==> src/rtl/priority_decoder.sv <==
// Receive side of the priority-encoder link: buffers {code, any} transfers in a
// small FIFO and regenerates the one-hot request vector at the head.
module priority_decoder #(
  parameter int CODE_W = 2,
  parameter int DEPTH  = 2,
  parameter int CNT_W  = 8
) (
  input  logic                   clk,
  input  logic                   rst,
  input  logic                   in_valid,
  output logic                   in_ready,
  input  logic [CODE_W-1:0]      in_code,
  input  logic                   in_any,
  output logic                   out_valid,
  input  logic                   out_ready,
  output logic [(1<<CODE_W)-1:0] out_onehot,
  output logic                   out_any,
  output logic [CNT_W-1:0]       zero_cnt
);

  localparam int OUT_W    = 1 << CODE_W;
  localparam int PTR_W    = (DEPTH > 1) ? $clog2(DEPTH) : 1;
  localparam int CNT_BITS = $clog2(DEPTH + 1);

  typedef struct packed {
    logic [CODE_W-1:0] code;
    logic              any;
  } entry_t;

  entry_t              mem_q [DEPTH];
  entry_t              mem_d [DEPTH];
  logic [PTR_W-1:0]    wr_ptr_q, wr_ptr_d;
  logic [PTR_W-1:0]    rd_ptr_q, rd_ptr_d;
  logic [CNT_BITS-1:0] count_q, count_d;
  logic [CNT_W-1:0]    zero_cnt_q, zero_cnt_d;
  entry_t              head;
  logic                push;
  logic                pop;

  // Handshakes depend only on the registered count, so a pop never opens a
  // same-cycle push slot when the FIFO is full.
  assign in_ready  = (count_q != CNT_BITS'(DEPTH));
  assign out_valid = (count_q != '0);
  assign push      = in_valid && in_ready;
  assign pop       = out_valid && out_ready;
  assign head      = mem_q[rd_ptr_q];
  assign out_any   = out_valid && head.any;
  assign zero_cnt  = zero_cnt_q;

  always_comb begin
    out_onehot = '0;
    if (out_valid && head.any) begin
      out_onehot = OUT_W'(1) << head.code;
    end
  end

  always_comb begin
    mem_d      = mem_q;
    wr_ptr_d   = wr_ptr_q;
    rd_ptr_d   = rd_ptr_q;
    count_d    = count_q;
    zero_cnt_d = zero_cnt_q;
    if (push) begin
      mem_d[wr_ptr_q] = {in_code, in_any};
      wr_ptr_d        = wr_ptr_q + PTR_W'(1);
    end
    if (pop) begin
      rd_ptr_d = rd_ptr_q + PTR_W'(1);
      if (!head.any && (zero_cnt_q != '1)) begin
        zero_cnt_d = zero_cnt_q + CNT_W'(1);
      end
    end
    case ({push, pop})
      2'b10:   count_d = count_q + CNT_BITS'(1);
      2'b01:   count_d = count_q - CNT_BITS'(1);
      default: count_d = count_q;
    endcase
  end

  always_ff @(posedge clk or posedge rst) begin
    if (rst) begin
      for (int i = 0; i < DEPTH; i++) begin
        mem_q[i] <= '0;
      end
      wr_ptr_q   <= '0;
      rd_ptr_q   <= '0;
      count_q    <= '0;
      zero_cnt_q <= '0;
    end else begin
      mem_q      <= mem_d;
      wr_ptr_q   <= wr_ptr_d;
      rd_ptr_q   <= rd_ptr_d;
      count_q    <= count_d;
      zero_cnt_q <= zero_cnt_d;
    end
  end

endmodule

==> config.mk <==
export PLATFORM = sky130hd
export DESIGN_NAME = priority_decoder
export DESIGN_NICKNAME = d
export VERILOG_FILES = /design/src/rtl/priority_decoder.sv
export SDC_FILE = /design/constraint.sdc
export NUM_CORES = 1
export LEC_CHECK = 0
export CORE_MARGIN = 4
export CORE_UTILIZATION = 52
export DETAILED_ROUTE_END_ITERATION = 7
export PLACE_DENSITY = 0.82
export SYNTH_ARGS = -nofsm -noshare
export SYNTH_HDL_FRONTEND = slang
export SYNTH_SLANG_ARGS = --single-unit
export TNS_END_PERCENT = 50
==> constraint.sdc <==
create_clock -name clk -period 3.4 [get_ports clk]
set_clock_uncertainty 0.05 [all_clocks]
set_input_delay 0.51 -clock clk [delete_from_list [all_inputs] [get_ports clk]]
set_output_delay 0.51 -clock clk [all_outputs]
set_load 0.1 [all_outputs]
======== Word-level counts from Yosys, hierarchy flattened ========
Cells that the tools add are included.
storage, ports and cells
  input bits .............................. 7
  flip-flop bits (word level) ............. 18
  output and inout bits ................... 15
  word-level logic and storage cells ...... 40
operators by class
  shifts and indexed selects .............. 1
  $lt $le $gt $ge ......................... 3
  add/subtract/negate cells ............... 5
  reduce and logical (&&, ||, !) cells .... 9
  equality and inequality tests ........... 4
  bitwise operators ....................... 2
  muxes and demuxes ....................... 8
operator list
  cell                   number
  $mux W3                4
  $add A8 B1 Y8 const B  1
  $ne A8 B8 Y1 const B   1
  $bwmux W6              1
  $logic_and A1 B1 Y1    5
  $ge A2 B2 Y1 const B   2
  $mux W4                1
  $not A1 Y2             2
  $pmux W2 S2            1
  $reduce_bool A2 Y1     2
  $shl A1 B2 Y4 const A  1
  $demux W3 S1           1
  $add A1 B1 Y1 const B  2
  $add A2 B1 Y2 const B  1
  $eq A2 B1 Y1 const B   1
  $eq A2 B2 Y1 const B   1
  $lt A2 B1 Y1 const B   1
  $ne A2 B2 Y1 const B   1
  $reduce_and A2 Y1      1
  $sub A2 B1 Y2 const B  1
  $logic_not A1 Y1       1

======== Longest topological paths before layout ========
  depth in word-level cells ............... 7
  depth in mapped cells ................... 6
  depth with buffers taken out ............ 6

======== Least setup slack after synthesis ========
Ideal clock, no wire load.
  kind .................................... register to output
  from .................................... register count_q[0]
  to ...................................... output out_onehot[3]
  arrival ................................. 2.635 ns
  slack ................................... 0.205 ns
  stages on the path, launching flop included .. 4
  data required time ...................... 2.840 ns
  buffers on the path ..................... 0
  path through ............................ dfrtp_1 -> or2_2 -> nand2_1 -> a21oi_1
on the way
  cells in the longest elaborated chain, start to end .. 3
ends and longest elaborated chain
  item                    RTL line  text
  from (decl)             34        logic [CNT_BITS-1:0] count_q, count_d;
  from (signal assigned)  93        count_q <= count_d;
  $reduce_bool A2 Y1      43        assign out_valid = (count_q != '0);
  via out_valid           14        output logic out_valid,
  $logic_and A1 B1 Y1     52        if (out_valid && head.any) begin
  $mux W4                 52
  to (decl)               16        output logic [(1<<CODE_W)-1:0] out_onehot,
The timed path passes the listed nets, and every way through them passes these cells.

======== Worst setup path after layout ========
  from .................................... register count_q[0]
  to ...................................... output out_valid
on the way
  cells in the longest elaborated chain, start to end .. 1
ends and longest elaborated chain
  item                RTL line
  $reduce_bool A2 Y1  43
  to (decl)           14
Every way passes these cells.

==> metrics <==
met3 usage 3.50%; CP startpoint kind flop; most frequent cells in the layout dfrtp_1 (18), clkdlybuf4s50_1 (15); postcts setup bufs 0; Reg2Reg Setup Slack 1.58 ns; hold_sp wr_ptr_q$_DFFE_PP0N_; most common cell after layout, fill and taps aside dfrtp_1; Worst Hold Endpoint wr_ptr_q$_DFFE_PP0N_; Via Count 758; WL per Instance 13.8 µm; final cell count without fillers 136; Mapped Nets 97; Root Buffer clkbuf_4; Hold Violations, Final 0; drt via density 5.57; final max-slew violation count 0; Hold Path Class flop to flop; ys async rst share 100%; count of final setup violators 0; Rows 15; status finished clean; fraction of layout cells with a size suffix above 1 18.9%; cell count after placement 133; Ys Warns 0; grt peak-use layer met2; crit path launch count_q[0]$_DFFE_PP0P_; H-tree depth 1; crit path max fanout 5; Seq/Total Area, Yosys 46.8%; worst r2r src rd_ptr_q$_DFFE_PP0P_; maxcap violations 0; hold depth 1; RSZ-0062 raised after global routing false; period utilization 77.6%; CTS Buffer Depth 2; first-pass GRT wire length 3220 µm; measured slew at the worst slew-check pin 0.979 ns; Post-synth EDFFs 0; core box area 1750 µm²; Die Span Y 51.0 µm; Worst-path clk slew 0.10 ns; worst reg2reg path endpoint zero_cnt[5]$_DFFE_PP0P_; min cycle time layout 2.64 ns; synthesized flop and latch total 18; slew margin rel. 34.5%; syn avg cell area 10.9 µm²; Residual DRC 0; input/output buffers 21; CTS tree built; Crit. End Element primary output; Initial Utilization 55.1%; GRT met1 Usage 18.5%; CTS buffer count 3; Post-synth top flop dfrtp_1; die area 2600 µm²; FILL cells 150; clk_lat worst skew 0.29 ns; Max Fclk 379 MHz; Synth cell types 28; met2 usage 30.5%; largest net degree at the start of global routing 19; Initial DRC Count 12; post-route ant nets 0; Inserted Diodes 0; total gr overflow 0; worst setup path class flop to primary output; RD Place Congestion 0.738; Final nets 122; Clock Sink Count 18; first-pass detailed-route iteration total 4; detailed placement HPWL 1450 µm; Routed WL 1880 µm; CP arrival 2.08 ns; Final Cell Area 1210 µm²; number of global-route vias before repair 755; post-CTS sizing 0; Layout area overhead 25.4%; synthesized area 962 µm²; setup TNS 0 ns; WP data required 2.84 ns; initial antenna violation count 0; gr usage total 16.6%; DP Area 1180 µm²; R2R cell count 3; Syn Inst Count 88; DIE WIDTH 51.0 µm; end-of-flow core utilization 69.1%; I/O pin count 22; hold_buf cts 0
==> cells by family after synthesis <==
family,share of synthesized area (%)
flip-flops,46.8
multiplexers,16.6
adder cells (fa/ha/maj),2.60
AO/OA/AOI/OAI,7.02
buffers and inverters,3.25
XOR/XNOR,6.37
AND/OR/NAND/NOR,17.3
==> Yosys cell counts, types with 3 or more instances <==
library cell,instances,share of area [%]
nor2_1,6,2.3
dfrtp_1,18,47
mux2_1,6,7.0
inv_1,6,2.3
mux2_2,6,7.0
o21ai_0,3,1.6
nand3_1,4,2.1
nor3_1,3,1.6
xnor2_1,5,4.6
nand2_1,6,2.3
==> metrics by stage <==
step / hold slack (ns) / worst slack (ns)
after floorplan: 0.399 / 0.205
final: 0.443 / 0.763
after global routing: 0.497 / 0.701
after CTS: 0.446 / 0.754
after detailed placement: 0.428 / 1.09
after global placement: 0.423 / 1.11
==> critical path, stage by stage, from the launching register on <==
cell and delay [ns]:
dfrtp_1 0.47, or2_2 0.34, clkdlybuf4s50_1 0.97
==> layout make-up <==
| class | instances | area [µm²] | share of cell area, % |
|---|---|---|---|
| clock buffer | 3 | 22.5 | 1.87 |
| inverter | 7 | 26.3 | 2.18 |
| multi-input combinational | 62 | 480 | 39.8 |
| sequential | 18 | 450 | 37.3 |
| tap | 25 | 31.3 | 2.59 |
| timing repair buffer | 21 | 195 | 16.2 |
==> how the worst max path moves through the flow <==
stage | end | slack (ns)
after floorplan | out_onehot[3] | 0.21
after global placement | out_valid | 1.11
after detailed placement | out_valid | 1.09
after CTS | out_valid | 0.75
after global routing | out_valid | 0.70
final | out_valid | 0.76
==> routing by layer <==
| layer | part of all wire (%) | wire length (µm) |
|---|---|---|
| met2 | 51 | 967 |
| met3 | 2.7 | 50 |
| met1 | 44 | 830 |
| met4 | 1.6 | 30 |
| met5 | 0 | 0 |
==> sequential cells by signal, summed over array words and instances, names as in the netlist <==
register  flops
rd_ptr_q      1
zero_cnt      8
mem_q         6
wr_ptr_q      1
count_q       2
Power is left out: the tool's default activity adds up to more than one toggle a clock period on the data nets, which glitch-free logic cannot reach.
